$ cat src/rtl/alu_sequencer.sv
`default_nettype none
// ============================================================================
//  Module      : alu_sequencer
//  Description : Multi-cycle execution sequencer for the integer ALU.
//                Single-cycle ops (and/xor/sll/add/sub/srai/reserved) finish
//                on the accept edge; mul runs as a WIDTH-step shift-add loop
//                during which ready_o is low (pipeline stall source).
//                Optional feature macro: ALU_SEQ_MUL_EARLY_EXIT_EN
//                (mul ends as soon as the remaining multiplier bits are zero).
//  Revision    : 1.0 - initial release
// ============================================================================
module alu_sequencer #(
    parameter int WIDTH = 32,
    parameter int SHW   = $clog2(WIDTH)
) (
    input  logic             clk_i,
    input  logic             rst_i,
    input  logic             start_i,
    input  logic [2:0]       op_i,
    input  logic [WIDTH-1:0] a_i,
    input  logic [WIDTH-1:0] b_i,
    output logic             ready_o,
    output logic             done_o,
    output logic [WIDTH-1:0] result_o
);

    localparam int              CNTW       = $clog2(WIDTH);
    localparam logic [CNTW-1:0] C_CNT_LAST = CNTW'(WIDTH - 1);

    localparam logic [2:0] C_OP_AND  = 3'd0;
    localparam logic [2:0] C_OP_XOR  = 3'd1;
    localparam logic [2:0] C_OP_SLL  = 3'd2;
    localparam logic [2:0] C_OP_ADD  = 3'd3;
    localparam logic [2:0] C_OP_SUB  = 3'd4;
    localparam logic [2:0] C_OP_MUL  = 3'd5;
    localparam logic [2:0] C_OP_SRAI = 3'd6;

    typedef enum logic [0:0] {
        S_IDLE = 1'b0,
        S_MUL  = 1'b1
    } state_t;

    state_t            r_state;
    logic [WIDTH-1:0]  r_acc;
    logic [WIDTH-1:0]  r_mcand;
    logic [WIDTH-1:0]  r_mplier;
    logic [CNTW-1:0]   r_cnt;
    logic              r_done;
    logic [WIDTH-1:0]  r_result;

    logic [SHW-1:0]    w_shamt;
    logic [WIDTH-1:0]  w_alu_result;
    logic [WIDTH-1:0]  w_acc_next;
    logic [WIDTH-1:0]  w_mplier_next;
    logic              w_mul_last;
    logic              w_accept;
    logic              w_start_mul;

    // Ready is a pure function of state so a new request can follow a mul
    // completion back-to-back.
    assign ready_o  = (r_state == S_IDLE);
    assign done_o   = r_done;
    assign result_o = r_result;

    assign w_shamt  = b_i[SHW-1:0];
    assign w_accept = start_i && ready_o;

`ifdef ALU_SEQ_MUL_EARLY_EXIT_EN
    // A zero multiplier needs no iterations: it takes the single-cycle path
    // and produces 0 from the combinational result below.
    assign w_start_mul = (op_i == C_OP_MUL) && (b_i != '0);
`else
    assign w_start_mul = (op_i == C_OP_MUL);
`endif

    // Single-cycle function unit; mul and the reserved code yield zero here.
    always_comb begin
        w_alu_result = '0;
        case (op_i)
            C_OP_AND:  w_alu_result = a_i & b_i;
            C_OP_XOR:  w_alu_result = a_i ^ b_i;
            C_OP_SLL:  w_alu_result = a_i << w_shamt;
            C_OP_ADD:  w_alu_result = a_i + b_i;
            C_OP_SUB:  w_alu_result = a_i - b_i;
            C_OP_SRAI: w_alu_result = $unsigned($signed(a_i) >>> w_shamt);
            default:   w_alu_result = '0;
        endcase
    end

    // One shift-add iteration and the terminal-iteration detect.
    always_comb begin
        w_acc_next    = r_mplier[0] ? (r_acc + r_mcand) : r_acc;
        w_mplier_next = r_mplier >> 1;
`ifdef ALU_SEQ_MUL_EARLY_EXIT_EN
        w_mul_last    = (r_cnt == C_CNT_LAST) || (w_mplier_next == '0);
`else
        w_mul_last    = (r_cnt == C_CNT_LAST);
`endif
    end

    // Sequencer FSM with registered done/result; reset discards any mul.
    always_ff @(posedge clk_i or negedge rst_i) begin
        if (!rst_i) begin
            r_state  <= S_IDLE;
            r_acc    <= '0;
            r_mcand  <= '0;
            r_mplier <= '0;
            r_cnt    <= '0;
            r_done   <= 1'b0;
            r_result <= '0;
        end else begin
            r_done <= 1'b0;
            case (r_state)
                S_IDLE: begin
                    if (w_accept) begin
                        if (w_start_mul) begin
                            r_acc    <= '0;
                            r_mcand  <= a_i;
                            r_mplier <= b_i;
                            r_cnt    <= '0;
                            r_state  <= S_MUL;
                        end else begin
                            r_result <= w_alu_result;
                            r_done   <= 1'b1;
                        end
                    end
                end
                S_MUL: begin
                    r_acc    <= w_acc_next;
                    r_mcand  <= r_mcand << 1;
                    r_mplier <= w_mplier_next;
                    if (w_mul_last) begin
                        // Counter is parked at zero instead of wrapping.
                        r_cnt    <= '0;
                        r_result <= w_acc_next;
                        r_done   <= 1'b1;
                        r_state  <= S_IDLE;
                    end else begin
                        r_cnt    <= r_cnt + CNTW'(1);
                    end
                end
                default: r_state <= S_IDLE;
            endcase
        end
    end

endmodule
`default_nettype wire

$ cat config.mk
export PLATFORM = sky130hd
export DESIGN_NAME = alu_sequencer
export DESIGN_NICKNAME = d
export VERILOG_FILES = /design/src/rtl/alu_sequencer.sv
export SDC_FILE = /design/constraint.sdc
export NUM_CORES = 1
export LEC_CHECK = 0
export CAP_MARGIN = 20
export CORE_ASPECT_RATIO = 0.8
export CORE_MARGIN = 2
export CORE_UTILIZATION = 30
export CTS_CLUSTER_SIZE = 20
export DETAILED_ROUTE_END_ITERATION = 8
export MAX_ROUTING_LAYER = met4
export PLACE_DENSITY = 0.49
export SLEW_MARGIN = 20
export SYNTH_ARGS = -nofsm -noshare
export SYNTH_HDL_FRONTEND = slang
export SYNTH_SLANG_ARGS = --single-unit
export TNS_END_PERCENT = 1
$ cat constraint.sdc
create_clock -name clk_i -period 3.8 [get_ports clk_i]
set_input_delay 0.76 -clock clk_i [delete_from_list [all_inputs] [get_ports clk_i]]
set_output_delay 0.76 -clock clk_i [all_outputs]
set_load 0.02 [all_outputs]
=== After elaboration in Yosys (flattened, before gate mapping) ===
Index checks and enable logic that the tools add are counted.

* Flip-flop bits (word level): 135
* Bits of input ports: 70
* Logic and storage cells: 58

* Add/subtract/negate cells: 4
* Equality and inequality tests: 11
* Shift operators: 2
* Multiplexer cells: 27
* Bitwise gates (word level): 3
* Reductions and logical operators: 4

{| class="wikitable"
|+ Operators by type and width
! kind !! number
|-
| $mux 32 || 10
|-
| $pmux 32 s2 || 4
|-
| $pmux 32 s6 || 1
|-
| $add 32x32->32 || 2
|-
| $and 32x32->32 || 1
|-
| $shl 32x5->32 || 1
|-
| $sshr 32x5->32 || 1
|-
| $sub 32x32->32 || 1
|-
| $xor 32x32->32 || 1
|-
| $mux 5 || 3
|-
| $pmux 5 s2 || 1
|-
| $eq 3x3->1 const B || 3
|-
| $eq 3x2->1 const B || 2
|-
| $mux 1 || 6
|-
| $ne 2x1->1 const B || 3
|-
| $add 5x1->5 const B || 1
|-
| $eq 5x5->1 const B || 1
|-
| $pmux 1 s2 || 2
|-
| $eq 3x1->1 const B || 1
|-
| $logic_not 3->1 || 1
|-
| $reduce_and 3->1 || 1
|-
| $ne 2x2->1 const B || 1
|-
| $reduce_and 2->1 || 1
|-
| $logic_and 1x1->1 || 1
|-
| $not 1->1 || 1
|}

=== Depth between registers and ports, before layout ===
Gate-level depths: netlist (run 1).

* Word-level depth: 5
* Mapped depth: 23
* Mapped depth without buffers: 18

=== Least setup slack after synthesis (run 1) ===
Ideal clock, no wire load.

* Kind: input to register
* Start point: input b_i[0]
* End point: register r_result[31] (netlist: result_o[31])
* Library setup time: 141 ps
* Arrival: 4435 ps
* Setup slack: -777 ps
* Cell stages on the path: 23
* Path buffers: 5
* Path through: buf_2 -> buf_6 -> buf_6 -> buf_4 -> inv_1 -> ha_1 -> nand2_1 -> nor3_1 -> and3_1 -> and2_1 -> nor2_1 -> xnor2_1 -> ha_1 -> clkbuf_1 -> a21o_1 -> a21oi_1 -> nor2b_1 -> o41ai_1 -> nand3_1 -> and2_1 -> and4b_1 -> o31ai_1 -> a31oi_1

* Longest elaborated chain between the ends: 5

{| class="wikitable"
|+ Ends and longest elaborated chain
! item !! line !! source
|-
| start, declared || 21 || <nowiki>input logic [WIDTH-1:0] b_i,</nowiki>
|-
| $sub 32x32->32 (tied with other cells) || 84 || <nowiki>C_OP_SUB: w_alu_result = a_i - b_i;</nowiki>
|-
| $pmux 32 s6 (*) || 79 || <nowiki>case (op_i)</nowiki>
|-
| $mux 32 (*) || 116 || <nowiki>if (w_start_mul) begin</nowiki>
|-
| $mux 32 (*) || 115 || <nowiki>if (w_accept) begin</nowiki>
|-
| $pmux 32 s2 (*) || 113 || <nowiki>case (r_state)</nowiki>
|-
| end signal, assigned || 123 || <nowiki>r_result <= w_alu_result;</nowiki>
|-
| end signal, assigned || 135 || <nowiki>r_result <= w_acc_next;</nowiki>
|-
| end, declared || 49 || <nowiki>logic [WIDTH-1:0] r_result;</nowiki>
|}

Mark *: on every way between the ends. The rest lies on a longest branch, timed or not. The select of a mux whose other input is x is not followed.
A chain may end at the register's enable or synchronous reset.

=== Worst setup path after layout (run 1) ===
* Start point: input b_i[21]
* End point: register r_result[30] (netlist: result_o[30])

* Longest elaborated chain between the ends: 5

{| class="wikitable"
|+ Ends and longest elaborated chain
! item !! line
|-
| $sub 32x32->32 / $add 32x32->32 (equally long branches) || 84, 83
|-
| $pmux 32 s6 (*) || 79
|-
| $mux 32 (*) || 116
|-
| $mux 32 (*) || 115
|-
| $pmux 32 s2 (*) || 113
|}

Marked as above.

==> flow_summary.yaml, run 1 <==
run_status:
  status: "finished, violations left"
  violations: "setup timing"
logic_synthesis:
  seq_area_frac_synth: 0.232
  yosysWarningCount: 0
  synth_area_sq_um: 14600
  synthArstFlopShare: 1.00
  ys_types: 87
  synth_seq_cells: 135
  synth_edf_count: 0
  syn_area_per_cell_sq_um: 8.15
  postSynthCellCount: 1788
  synth_fp_nets: 1958
  synth_top_flop_cell: "dfrtp_1"
clock_network:
  clock_sink_count: 135
  cts_buffers: 17
  cts_tree: "built"
  path_clk_slew_ps: 70
  postCtsHoldBufs: 0
  cts_root_buf: "clkbuf_16"
  clk_path_buf_depth: 2
  cts.htree.levels: 4
  clk-insertion-delay-late_ps: 470
setup_path:
  critPathKind: "primary input to register"
  critPathRequiredTime_ps: 4190
  critPathMaxFanout: 3
  startpoint_type: "primary input"
  reg2reg_from: "r_mcand[0]$_DFFE_PN0P_"
  critPathBufInv: 3
  crit_slowest_cell: "or4_4"
  crit_top_cell: "or4_4"
  cp-end-kind: "register"
  crit_arrival_ps: 4200
  cp_cell_sequence: "clkdlybuf4s50_1 > nor4_2 > buf_4 > nand3_1 > or4_4 > buf_6 > o41ai_4 > xor2_1 > ha_1 > nand2_2 > o31a_1 > or4_4 > a31o_1 > a21oi_1"
  slowest_delay_ps: 550
  cp_top_family: "simple AND/OR/NAND/NOR gates"
  crit_start: "b_i[21]"
cells_and_area:
  areaGrowthSynthToFinish_pct: 33.3
  drive_above_1_share: 0.240
  fillCellCount: 4966
  antenna_cells: 0
  nNetsFinal: 2256
timing:
  worst_pin_slew_ps: 864
  fin_tns_setup_ps: -8.72
  post-route-period-util: 1.00
  setup_viol: 1
  finalCriticalPeriod_ps: 3810
  rsz0062_at_grt: "true"
  hold_viol_final: 0
  finClkSkew_ps: 9.85
  fin_hold_ws_ps: 385
  fmax_mhz: 263
  fin_ws_ps: -8.72
  report.final.slew_viol_count: 0
  max_slew_margin: 0.424
global_route:
  grt_max_degree: 88
  antenna_found_initial: 0
  gr-total-overflow: 0
  grt_first_pass_wirelength_mm: 102
  grt_pass1_vias: 15300
  grt.total_usage: 0.280
placement:
  gp_congestion: 0.961
  io_buffer_count: 103
  dp_hpwl_mm: 52.8
floorplan:
  rows: 72
  fp.dieH_um: 201
  initial_utilization: 0.303
  coreArea_sq_um: 48100
  boundaryPins: 104
  die_w_um: 250
  die_area_sq_um: 50400
hold_path:
  timing.hold.worst.class: "primary input to async pin"
pwr:
  power_density_nw_per_um2: 498
  leakage_nw: 8.93
  ir_drop_mv: 0.344
  finalPower_w: 0.00967
drt:
  first_pass_iters: 6
  vias: 15600
  drt_iter0_drc: 1428
  wl_per_cell_um: 25.1
  route.detailed.drc: 0
  via_per_inst: 5.72
  wl_mm: 68.4
  antenna_left: 0
job:
  cap_violations: 0
## repair_timing
| action | in CTS | in global routing |
|---|---|---|
| setup endpoints to repair | 22 | 24 |
| buffers inserted | 6 | 11 |
| gates resized for setup | 81 | 59 |
| gates cloned | 0 | 0 |
| pin swaps | 59 | 45 |
## final timing paths
kind	slack, ps	to	cells after the start
hold reg to reg	470	result_o[8]$_DFFE_PN0P_	2
max in group asynchronous	2590	r_mplier[15]$_DFFE_PN0P_	2
setup / recovery	-9	result_o[30]$_DFFE_PN0P_	14
hold / removal	380	r_acc[3]$_DFFE_PN0P_	1
setup reg to reg	240	result_o[28]$_DFFE_PN0P_	11
min in group clk_i	470	result_o[8]$_DFFE_PN0P_	2
## flip-flops by register name (all words and copies together), names as in the netlist
| name | cells |
|---|---|
| done_o | 1 |
| r_cnt | 5 |
| r_acc | 32 |
| r_mplier | 32 |
| result_o | 32 |
| r_mcand | 32 |
| r_state | 1 |
## final cells by class
cell class	count	area, sq um	area share
Timing Repair Buffer	406	3480	0.179
Tap cell	629	787	0.0405
Clock buffer	17	425	0.0219
Sequential cell	135	3380	0.174
Inverter	21	83.8	0.00432
Clock inverter	15	180	0.00928
Multi-Input combinational cell	1505	11100	0.571
## cell usage after synthesis, types with 7 or more instances
| library cell | number | area (sq um) |
|---|---|---|
| nand2_1 | 237 | 890 |
| nor2_1 | 182 | 683 |
| a21oi_1 | 142 | 711 |
| dfrtp_1 | 135 | 3380 |
| o21ai_0 | 132 | 661 |
| mux2i_1 | 123 | 1230 |
| ha_1 | 98 | 1230 |
| clkbuf_1 | 92 | 345 |
| mux4_2 | 44 | 991 |
| a21o_1 | 42 | 315 |
| xnor2_1 | 40 | 350 |
| o21ai_1 | 35 | 175 |
| xor2_1 | 35 | 307 |
| nand3_1 | 30 | 150 |
| a211oi_1 | 29 | 218 |
| a31oi_1 | 23 | 144 |
| nor3_1 | 22 | 110 |
| o211ai_1 | 21 | 158 |
| inv_1 | 18 | 67.6 |
| a22oi_1 | 16 | 120 |
| buf_2 | 15 | 75.1 |
| buf_1 | 14 | 52.6 |
| mux2_2 | 14 | 158 |
| and2_1 | 13 | 81.3 |
| nand2b_1 | 13 | 81.3 |
| o221ai_1 | 13 | 114 |
| nand4_1 | 12 | 75.1 |
| nor4_1 | 11 | 68.8 |
| a222oi_1 | 10 | 100 |
| o21a_1 | 10 | 75.1 |
| and3_1 | 9 | 56.3 |
| nor2b_1 | 9 | 56.3 |
| o31ai_1 | 9 | 67.6 |
| a221oi_1 | 8 | 70.1 |
| mux2_1 | 7 | 78.8 |
| o21bai_1 | 7 | 52.6 |
| o41ai_1 | 7 | 61.3 |
## metal layers
layer,global-route usage,vias up,routed length [um]
met5,-,-,0
met4,0.0708,0,1550
met3,0.0392,83,4170
met2,0.429,552,30700
met1,0.388,7693,31900
li1,-,7269,-
## cells by family after synthesis
group | Yosys count | share of synthesized area
mux | 188 | 0.169
xor+xnor | 75 | 0.0451
fa+ha+maj | 100 | 0.0869
simple gates | 568 | 0.171
compound gates | 574 | 0.254
flops | 135 | 0.232
buf+inv | 148 | 0.0420
## report_power, final
part | switching, W | leakage [nW] | internal [W]
Sequential | 0.000517 | 1.75 | 0.00200
Combinational | 0.00315 | 6.88 | 0.00221
Clock | 0.000783 | 0.301 | 0.000994
Total | 0.00445 | 8.93 | 0.00521
## stage by stage
step | area (sq um) | utilization | instances | worst slack, ps
3_5_place_dp | 18200 | 0.378 | 2679 | -991
5_1_grt | 19400 | 0.404 | 2728 | -162
4_1_cts | 19100 | 0.398 | 2717 | -3.17
6_report | 19400 | 0.404 | 2728 | -8.72
3_3_place_gp | 18200 | 0.378 | 2679 | -984
2_1_floorplan | 14700 | - | 1788 | -497
## cell usage in the layout, fill, tap and decap left out, types with 16 or more instances in the layout
cell type,n
a211oi_1,28
clkbuf_16,17
nor3_1,16
a21oi_2,17
a31oi_1,22
mux2i_1,123
buf_4,285
o21ai_0,124
o211ai_1,21
nand3_1,27
a21o_1,42
ha_1,97
nor2_1,176
clkdlybuf4s50_1,81
dfrtp_1,134
o21ai_1,36
xor2_1,35
a21oi_1,125
inv_1,17
a22oi_1,16
mux4_2,44
nand2_1,233
xnor2_1,39
## worst register-to-register path: stages (launching register included)
cell,delay (ps)
dfrtp_1,410
ha_1,240
fa_1,450
a211o_1,330
a2111oi_2,440
nor4_1,160
o211ai_1,260
o211ai_1,250
a21o_1,270
o41ai_1,430
o32ai_2,140
o21ai_1,100
(Power assumes the default switching activity.)
==> run 2, diff against run 1 <==
--- a/config.mk
+++ b/config.mk
@@ -5,6 +5,7 @@
 export SDC_FILE = /design/constraint.sdc
 export NUM_CORES = 1
 export LEC_CHECK = 0
+export ABC_CLOCK_PERIOD_IN_PS = 3800
 export CAP_MARGIN = 20
 export CORE_ASPECT_RATIO = 0.8
 export CORE_MARGIN = 2
==> results of run 2 <==
Final layout, timing and power as in run 1 (identical DEF).
